==> src/rtl/io_resp_dev.sv <==
// IO responder: FIFO, status, control and scratch registers behind a
// wait-state handshake (IDLE -> WAIT -> ACK -> HOLD) on the IO request strobe.
module io_resp_dev #(
  parameter logic [5:0] BASE_ADDR   = 6'h20,
  parameter int         WAIT_CYCLES = 2
) (
  input  logic       sysclk,
  input  logic       sys_rst,
  input  logic       IORQ_n,
  input  logic       WRITE,
  input  logic [7:0] PA_7_0,
  input  logic       CLEAR_n,
  input  logic [7:0] IDB_7_0_IN,
  output logic [7:0] IDB_7_0_OUT,
  output logic       IDB_OE,
  output logic       RDY_n,
  output logic       INT_n
);
  localparam logic [3:0] WAIT_LIM = 4'(WAIT_CYCLES);

  typedef enum logic [2:0] {S_IDLE, S_WAIT, S_ACK, S_HOLD, S_SKIP} state_t;
  typedef struct packed {
    logic [1:0] sel;
    logic       wr;
    logic [7:0] wdata;
  } io_req_t;

  state_t     state, state_nxt;
  io_req_t    req_q;
  logic [3:0] wcnt;
  logic       armed;
  logic       clr, do_acc;
  logic [7:0] fifo_mem [8];
  logic [2:0] wptr, rptr;
  logic [3:0] count;
  logic       full, empty, ovf, unf, ie;
  logic [7:0] scratch, rd_q, rdata;
  logic       int_n_q;

  assign clr   = sys_rst | ~CLEAR_n;
  assign full  = count[3];
  assign empty = (count == 4'd0);

  always_comb begin
    state_nxt = state;
    do_acc    = 1'b0;
    case (state)
      S_IDLE: if (!IORQ_n)
                state_nxt = (armed && PA_7_0[7:2] == BASE_ADDR) ? S_WAIT : S_SKIP;
      S_WAIT: if (IORQ_n) state_nxt = S_IDLE;
              else if (wcnt == WAIT_LIM) begin
                state_nxt = S_ACK;
                do_acc    = 1'b1;
              end
      S_ACK:  state_nxt = S_HOLD;
      S_HOLD: if (IORQ_n) state_nxt = S_IDLE;
      S_SKIP: if (IORQ_n) state_nxt = S_IDLE;
      default: state_nxt = S_IDLE;
    endcase
  end

  // armed stays low after reset/clear until the strobe has been seen high,
  // so a request held across reset falls into SKIP instead of responding.
  always_ff @(posedge sysclk) begin
    if (clr) begin
      state <= S_IDLE;
      armed <= 1'b0;
      wcnt  <= 4'd0;
      req_q <= '0;
    end else begin
      state <= state_nxt;
      if (IORQ_n) armed <= 1'b1;
      if (state == S_WAIT) wcnt <= wcnt + 4'd1;
      else                 wcnt <= 4'd0;
      if (state == S_IDLE && state_nxt == S_WAIT)
        req_q <= '{sel: PA_7_0[1:0], wr: WRITE, wdata: IDB_7_0_IN};
    end
  end

  always_comb begin
    rdata = 8'h00;
    case (req_q.sel)
      2'd0: rdata = empty ? 8'h00 : fifo_mem[rptr];
      2'd1: rdata = {ovf, unf, full, empty, count};
      2'd2: rdata = {7'b0, ie};
      2'd3: rdata = scratch;
      default: rdata = 8'h00;
    endcase
  end

  always_ff @(posedge sysclk) begin
    if (!clr && do_acc && req_q.wr && req_q.sel == 2'd0 && !full)
      fifo_mem[wptr] <= req_q.wdata;
  end

  // All register side effects and the read capture happen on entry to ACK.
  always_ff @(posedge sysclk) begin
    if (clr) begin
      wptr    <= 3'd0;
      rptr    <= 3'd0;
      count   <= 4'd0;
      ovf     <= 1'b0;
      unf     <= 1'b0;
      ie      <= 1'b0;
      scratch <= 8'h00;
      rd_q    <= 8'h00;
      int_n_q <= 1'b1;
    end else begin
      int_n_q <= ~(ie & ~empty);
      if (do_acc) begin
        if (req_q.wr) begin
          case (req_q.sel)
            2'd0: if (full) ovf <= 1'b1;
                  else begin
                    wptr  <= wptr + 3'd1;
                    count <= count + 4'd1;
                  end
            2'd2: begin
                    ie <= req_q.wdata[0];
                    if (req_q.wdata[7]) begin
                      ovf <= 1'b0;
                      unf <= 1'b0;
                    end
                  end
            2'd3: scratch <= req_q.wdata;
            default: ;
          endcase
        end else begin
          rd_q <= rdata;
          if (req_q.sel == 2'd0) begin
            if (empty) unf <= 1'b1;
            else begin
              rptr  <= rptr + 3'd1;
              count <= count - 4'd1;
            end
          end
        end
      end
    end
  end

  assign RDY_n       = ~(state == S_ACK || state == S_HOLD);
  assign IDB_OE      = (state == S_ACK || state == S_HOLD) && !req_q.wr;
  assign IDB_7_0_OUT = IDB_OE ? rd_q : 8'h00;
  assign INT_n       = int_n_q;
endmodule

==> config.mk <==
export PLATFORM = sky130hd
export DESIGN_NAME = io_resp_dev
export DESIGN_NICKNAME = d
export VERILOG_FILES = /design/src/rtl/io_resp_dev.sv
export SDC_FILE = /design/constraint.sdc
export NUM_CORES = 1
export LEC_CHECK = 0
export CAP_MARGIN = 40
export CELL_PAD_IN_SITES_DETAIL_PLACEMENT = 0
export CELL_PAD_IN_SITES_GLOBAL_PLACEMENT = 1
export CORE_MARGIN = 5
export CORE_UTILIZATION = 28
export DETAILED_ROUTE_END_ITERATION = 12
export HOLD_SLACK_MARGIN = 0.12
export PLACE_DENSITY = 0.5
export SYNTH_ARGS = -nofsm -noshare
export SYNTH_HDL_FRONTEND = slang
export SYNTH_SLANG_ARGS = --single-unit
==> constraint.sdc <==
create_clock -name sysclk -period 6.2 [get_ports sysclk]
set_input_delay 1.24 -clock sysclk [delete_from_list [all_inputs] [get_ports sysclk]]
set_output_delay 1.24 -clock sysclk [all_outputs]
set_load 0.03 [all_outputs]
# Yosys cells after proc, flatten, opt, wreduce, memory -nomap -nowiden
# Memory sizes are Yosys's and may differ from the RTL's. A register that Yosys moved wholly into a read port is not among the register bits.
# Index checks and enable logic that the tools add are counted.
word_totals:
  reg_bits: 49
  latch_bits: 0
  mem_bits_rw: 64
  romBits: 0
  in_bits: 21
  word_cells: 103
  n_memories: 1
mem_list:
  columns: ["memory", "words", "word_bits", "rd", "rd_clocked_by_memory_dff", "write_ports", "line_no", "rtl"]
  rows:
  - ["fifo_mem", 8, 8, 1, 1, 1, "33", "logic [7:0] fifo_mem [8];"]
classes:
  add_sub_neg: 5
  n_mul: 0
  div: 0
  order_cmp: 0
  eq_ne: 16
  shift: 0
  n_mux: 28
  n_bitwise: 9
  reduce_logical: 28
op_table:
  columns: ["cell", "n"]
  rows:
  - ["$pmux W8 S4", 1]
  - ["$mux W3", 7]
  - ["$mux W4", 5]
  - ["$mux W8", 2]
  - ["$pmux W3 S4", 1]
  - ["$reduce_and A4 Y1", 3]
  - ["$mux W1", 11]
  - ["$ne A2 B2 Y1 const B", 5]
  - ["$reduce_and A5 Y1", 2]
  - ["$reduce_and A3 Y1", 3]
  - ["$add A4 B1 Y4 const B", 2]
  - ["$logic_and A1 B1 Y1", 7]
  - ["$not A1 Y1", 7]
  - ["$add A3 B1 Y3 const B", 2]
  - ["$eq A3 B1 Y1 const B", 2]
  - ["$eq A3 B2 Y1 const B", 2]
  - ["$eq A6 B6 Y1 const B", 1]
  - ["$reduce_bool A2 Y1", 3]
  - ["$eq A2 B2 Y1 const B", 2]
  - ["$eq A4 B2 Y1 const B", 1]
  - ["$logic_not A4 Y1", 1]
  - ["$reduce_or A2 Y1", 2]
  - ["$sub A4 B1 Y4 const B", 1]
  - ["$eq A3 B3 Y1 const B", 1]
  - ["10 further kinds", 12]

# Depth between registers and ports, before layout
depth:
  ltp_word: 10
  depth_mapped: 8
  ltp_nobuf: 6

# Worst setup path before layout
# Ideal clock, no wire load.
synth_timing:
  kind: "input to register"
  start: "input port IORQ_n"
  end: "memory fifo_mem[0][0] (enable)"
  arrival_time_ps: 2875
  path_slack_ps: 2941
  path_stages: 5
  path_buffers: 1
  path_cell_list: "or4b_1 > clkbuf_2 > nor2_1 > nand4b_1 > nor3_1"
synth_via:
  elab_chain_len: 8
synth_lines:
  columns: ["element", "line_no", "rtl"]
  rows:
  - ["start: declaration", "9", "input logic IORQ_n,"]
  - ["$mux W1", "50", "S_WAIT: if (IORQ_n) state_nxt = S_IDLE;"]
  - ["$mux W1", "47", "case (state)"]
  - ["$logic_and A1 B1 Y1 (4 in a row)", "92", "if (!clr && do_acc && req_q.wr && req_q.sel == 2'd0 && !full)"]
  - ["$mux W1", "92", null]
  - ["$mux W1 (implied by the code)", "93", "fifo_mem[wptr] <= req_q.wdata;"]
  - ["end: declaration", "33", null]
# Every way passes these cells.

# Worst setup path after layout
layout_timing:
  start: "register state[2]"
  end: "output port IDB_7_0_OUT[1]"
layout_via:
  elab_chain_len: 4
  word_cells_on_any_way: 5
  classes_between: "eq/ne (2); mux (1); reduce/logical (2)"
layout_lines:
  columns: ["element", "line_no", "rtl"]
  rows:
  - ["start: declaration", "28", "state_t state, state_nxt;"]
  - ["start signal: assignment", "71", "state <= state_nxt;"]
  - ["$eq A3 B2 Y1", "143", "assign IDB_OE = (state == S_ACK || state == S_HOLD) && !req_q.wr;"]
  - ["$logic_or A1 B1 Y1 *", "143", null]
  - ["$logic_and A1 B1 Y1 *", "143", null]
  - ["$mux W8 *", "144", "assign IDB_7_0_OUT = IDB_OE ? rd_q : 8'h00;"]
  - ["end: declaration", "14", "output logic [7:0] IDB_7_0_OUT,"]
# Every way passes the cells marked *; elsewhere a longest branch is shown, timed or not.

==> metrics <==
post-route minimum period=3.69 ns; CP peak stage delay=0.68 ns; Placed Instance Area=5430 um2; Initial Util=28.2%; drt pass-1 iters=4; crit path kind=flop to output pin; power per cell area=290 nW/um2; Die H=142 um; Worst Skew=0.00842 ns; Seq pwr share=46.4%; met3 Resource Use GR=3.30%; Die W=142 um; Net Sw Frac=19.6%; clock-pin slew on the worst setup and hold paths=0.05 ns; min-delay worst type=flop to flop; crit end category=output pin; die area=20100 um2; DPL Wire Length=8360 um; Synth warnings=0; post-CTS sizing=0; DR vias=3095; Yosys cell types=50; worst-margin pin slew=0.838 ns; CTS Hold Bufs=0; hold violation count in the final report=0; Crit. Startpoint=state[2]$_SDFF_PP0_; clk root buf=clkbuf_16; vias per inst=4.74; static leakage=2.13 nW; CTS tree=built; Reg-to-Reg Start=req_q[8]$_SDFFE_PP0P_; post-synthesis sequential area ratio=61.1%; Post-CTS Setup Bufs=0; worst skew pair latency=0.40 ns; CORE AREA=17200 um2; MaxCap Viol Count=0; nature of the critical path startpoint=flop; critical-path maximum fanout=9; final wirelength=12000 um; pre-CTS WS=2.16 ns; fraction of registers with async set/reset=0%; DRC violations left=0; total power=1.73 mW; syn avg cell area=12.8 um2; synthesized net count=406; GRT met2 Usage=20.6%; crit path DAT=2.45 ns; Cells after Synth=379; R2R setup slack=3.47 ns; largest net degree at the start of global routing=39; Seq cells post-synth=116; fin crit share=59.6%; total congestion overflow=0; status=finished clean; row cnt=48; total track usage=12.7%; H-tree depth=4; setup ws final=2.51 ns; R2R Path End=fifo_mem[2][3]$_DFFE_PP_; share of layout cells above drive strength 1=15.7%; PortBufs=31; first-pass GRT wire length=18800 um; Post-DRT Antenna Nets=0; ANT cells=0; TritonCTS Buffers=17; synthesized area=4850 um2; number of synthesized flops with an enable pin=64; initial DRC count=208; initial antenna violation count=0; critical path depth in cells=4; RD Place Congestion=0.742; Clock Power Share=52.3%; RSZ-0062 raised after global routing=false; delay-heaviest family, CP=simple AND/OR/NAND/NOR gates; final setup fails=0; FMAX=271 MHz; cells along the critical path=nand2b_1 -> nor2_1 -> and2_1 -> clkdlybuf4s50_1; clk buf depth=2; worst reg-to-reg path cell count=3; Finished Cell Area=5980 um2; Cells after DPL=622; slowest CP cell=clkdlybuf4s50_1; capture point of the critical path=IDB_7_0_OUT[1]; Non-Filler Instances=653; Worst Path Buf+Inv=1; Psw=0.339 mW; internal power=1.40 mW; Rel. slew slack=43.3%; Area Growth Syn to Fin=23.2%; dominant synthesized flop cell=edfxtp_1; I/O pin cnt=32; vias in the first global route=3176; GR Util met1=16.6%; Final Max Slew Viols=0; CTS Sinks=116; drt wl/cell=18.4 um; WP data required=4.96 ns; total negative slack=0 ns; Comb power frac=1.3%; GR peak layer=met2; maximum vdd drop=0.138 mV; Post-layout nets=443
per-layer routing:
layer / wire length (um) / share of wire (%) / up-vias
met4: 173 / 1.4 / 0
li1: - / - / 1493
met5: 0 / 0 / -
met2: 5970 / 50 / 63
met1: 5420 / 45 / 1526
met3: 429 / 3.6 / 13
layout make-up:
type                    instances  area, um2
inverters                       6       22.5
flip-flops and latches        116       2960
clock inverters                14        119
well taps                     225        282
repair buffers                 41        398
multi-input cells             234       1770
fillers                      1730      11200
clock buffers                  17        425
sequential cells by signal, indices dropped and copies added (netlist names), 3 cells and up, named ones only:
name,cells
count,4
state,3
rd_q,8
rptr,3
scratch,8
fifo_mem,64
wcnt,4
req_q,11
wptr,3
synthesized netlist by cell type (all sizes together) (2+ instances only):
cell type  number  area share, %
xor2            4           0.72
nand4           3           0.39
or3b            2           0.36
nor2           40            3.1
o2111ai         2           0.36
or4b            3           0.62
nand4b          2           0.36
mux4           15            7.0
inv             6           0.46
xnor2           2           0.36
ha              6            1.5
nand2          17            1.3
buf             8           0.82
dfxtp          52             21
nand3b          3           0.46
or3             4           0.52
o21ai          16            1.7
and2            9            1.2
nand2b          5           0.64
mux2i          26            5.4
a31oi           3           0.39
nor4b           4           0.72
nor3b           2           0.31
o211a           2           0.41
nand3          12            1.2
nor2b           2           0.26
or4             2           0.31
nor3            7           0.83
edfxtp         64             40
a21oi          20            2.1
mux2            8            1.9
clkbuf         15            1.2
stage by stage:
stage          util (%)  hold WS (ns)
2_1_floorplan         -         0.377
6_report           34.8         0.447
4_1_cts            34.8         0.446
3_5_place_dp       31.6         0.431
5_1_grt            34.8         0.473
3_3_place_gp       31.3         0.427
power by group through the flow:
stage	clock network, mW	logic [mW]	registers, mW
final	0.906	0.0231	0.805
after global routing	0.969	0.0248	0.804
after floorplan	0	0.00682	0.820
after CTS	0.927	0.0237	0.805
after global placement	0	0.0234	0.821
after detailed placement	0	0.0236	0.821
cells in the final DEF, fill, tap and decap left out, types with 8 or more instances in the layout:
cell	n
nand3_1	12
clkdlybuf4s50_1	31
and2_1	9
a21oi_1	20
mux2i_1	26
o21ai_0	16
nor2_1	40
mux4_2	15
clkbuf_16	17
mux2_2	8
dfxtp_1	52
edfxtp_1	64
nand2_1	17
logic make-up (layout without fill, tap and decap cells):
family,Yosys count,after routing,synth area share [%]
DFF,116,116,61.1
and+or+nand+nor,119,119,12.8
buffers and inverters,29,78,2.50
muxes,49,49,14.2
AOI/OAI and AO/OA,54,54,6.78
adders and majority gates,6,6,1.55
xor gates and xnor gates,6,6,1.08
how the worst min path moves through the flow:
stage	from	to	cells past startpoint
2_1_floorplan	ie$_SDFFE_PP0P_	INT_n$_SDFF_PP1_	1
3_3_place_gp	ie$_SDFFE_PP0P_	INT_n$_SDFF_PP1_	1
3_5_place_dp	ie$_SDFFE_PP0P_	INT_n$_SDFF_PP1_	1
4_1_cts	ie$_SDFFE_PP0P_	INT_n$_SDFF_PP1_	1
5_1_grt	ie$_SDFFE_PP0P_	INT_n$_SDFF_PP1_	1
6_report	ie$_SDFFE_PP0P_	INT_n$_SDFF_PP1_	1
worst register-to-register path: cells and delay by family, from the launching register on:
family / cells / cell delay (ns)
flip-flops: 1 / 0.62
AND/OR/NAND/NOR: 3 / 1.74
Note: power is estimated with default switching activity, not from simulation.
==> edit, RTL diff (same settings) <==
Encoding of `state_t`: now Gray code (3 bits for 5 states).
--- a/src/rtl/io_resp_dev.sv
+++ b/src/rtl/io_resp_dev.sv
@@ -18,7 +18,7 @@
 );
   localparam logic [3:0] WAIT_LIM = 4'(WAIT_CYCLES);
 
-  typedef enum logic [2:0] {S_IDLE, S_WAIT, S_ACK, S_HOLD, S_SKIP} state_t;
+  typedef enum logic [2:0] {S_IDLE = 3'b000, S_WAIT = 3'b001, S_ACK = 3'b011, S_HOLD = 3'b010, S_SKIP = 3'b110} state_t;
   typedef struct packed {
     logic [1:0] sel;
     logic       wr;
Formal check against the unedited RTL: no difference found for any inputs over 10 cycles, from zero or initial values; not proved beyond that.
==> edit against the unedited design <==
Clock skew shrank 0.00054 ns; total power grew 3.5%; core utilization grew 0.23 points; area after synthesis grew 0.62%; sequential cell count is the same; routed wire length grew 2.3%; design area grew 0.65%; global-route usage is essentially flat; setup slack lost 0.011 ns; non-clock buffer count shrank 2.
==> edit: results (changes against the unedited design) <==
STA
  – Final setup viols: 0 (unchanged)
  – WHS: 0.442 ns (-0.00493 ns)
  – Skew final: 0.00789 ns (-0.000536 ns)
  – Max_slew headroom: 49.1% (+5.7 points)

GRT
  – Met2 GRT Util: 18.2% (-2.4 points)
  – Largest net degree at the start of global routing: 33 (-15%)
  – GR Util met1: 18.1% (+1.6 points)
  – Routing usage on met3: 3.80% (+0.49 points)
  – GRT Overall Usage: 12.7% (+0.027 points)
  – First-pass GRT wire length: 19100 µm (+1.3%)

Place
  – GPL Wtd Cong: 0.744 (+0.23%)
  – Area post-placement: 5420 µm² (-0.28%)
  – Post-DP HPWL: 8570 µm (+2.5%)
  – Placed cell count: 634 (+1.9%)
  – Dpl ws: 1.86 ns (-0.300 ns)

Pwr
  – Worst VDD drop: 201 µV (+45%)
  – Reg power frac: 44.9% (-1.5 points)
  – Sequential cell power: 0.000807 W (about the same)
  – Switching power share of the total: 18.5% (-1.1 points)
  – Clk power: 0.000960 W (+6.0%)
  – Leak pwr: 2.16 nW (+1.2%)

Drt
  – DRT Pass-1 Iters: 5 (+1)
  – Via Count: 3214 (+3.8%)
  – DRT iter0 DRCs: 244 (+17%)
  – Final wirelength: 12300 µm (+2.3%)

Final layout
  – Layout cells sized above 1: 11.3% (-4.4 points)
  – Layout Cells excl Fill: 668 (+2.3%)
  – Layout fillers: 1728 (-0.12%)
  – Nets: 457 (+3.2%)

Critical path
  – Worst r2r src: req_q[8]$_SDFFE_PP0P_
  – Worst R2R End: fifo_mem[4][5]$_DFFE_PP_
  – CP Max Fanout: 18 (+9)
  – R2r worst-path depth: 3 (unchanged)
  – Reg-to-reg slack, setup: 3.45 ns (-0.02 ns)
  – Delay of the slowest cell on the worst path: 0.68 ns (about the same)
  – CP top delay family: simple AND/OR/NAND/NOR gates

Clock network
  – Worst-skew pair later-pin latency: 0.41 ns

Synthesis
  – Post-synthesis cell count: 395 (+4.2%)
  – Post-synth cell types: 53 (+6.0%)
  – Post-synth top cells: edfxtp_1, dfxtp_1, nor2_1
  – Seq/Total Area, Yosys: 60.7% (-0.38 points)
  – Synth warnings: 0 (unchanged)
  – Dominant cells by area after synthesis: edfxtp_1, dfxtp_1, mux2i_1
  – Synthesized Nets: 422 (+3.9%)

Outcome
  – Status: finished clean
==> edit: changes by cell type after synthesis, moves of 6 or more <==
cell	before	now
a22oi_1	0	8
nand4_1	3	9
o21ai_0	16	8
mux2i_1	26	43
nand2_1	17	11
o21ai_1	0	6
mux4_2	15	4
==> edit: area by class of cell <==
type                       instances  area [µm²]  share of cell area, %
tap                              225         282                   4.68
clock inverter                     5        75.1                   1.25
multi-input combinational        249        1790                   29.7
sequential                       116        2960                   49.3
clock buffer                      27         513                   8.53
timing repair buffer              39         369                   6.14
inverter                           7        26.3                  0.437
==> edit: per-layer routing <==
| metal | wire [µm] | up-vias | share of wire (%) |
|---|---|---|---|
| met5 | 0 | - | 0 |
| met4 | 229 | 0 | 1.9 |
| met3 | 553 | 16 | 4.5 |
| met2 | 5360 | 73 | 44 |
| met1 | 6130 | 1576 | 50 |
| li1 | - | 1549 | - |
==> edit: cells by family (layout without fill, tap and decap cells) <==
kind of cell	Yosys count	in the layout	share of synthesized area [%]
and+or+nand+nor	126	126	14.6
DFF	116	116	60.7
AOI/OAI and AO/OA	60	60	7.84
muxes	51	51	11.6
buffers and inverters	30	78	2.69
adders and majority gates	6	6	1.54
xor gates and xnor gates	6	6	1.08
==> edit: how the worst max path moves through the flow <==
stage,start,end,slack (ns)
5_1_grt,req_q[8]$_SDFFE_PP0P_,IDB_7_0_OUT[5],2.29
6_report,req_q[8]$_SDFFE_PP0P_,IDB_7_0_OUT[1],2.50
3_3_place_gp,IORQ_n,fifo_mem[1][1]$_DFFE_PP_,2.02
3_5_place_dp,IORQ_n,fifo_mem[1][5]$_DFFE_PP_,1.86
4_1_cts,IORQ_n,fifo_mem[1][7]$_DFFE_PP_,2.29
2_1_floorplan,IORQ_n,fifo_mem[0][0]$_DFFE_PP_,2.92
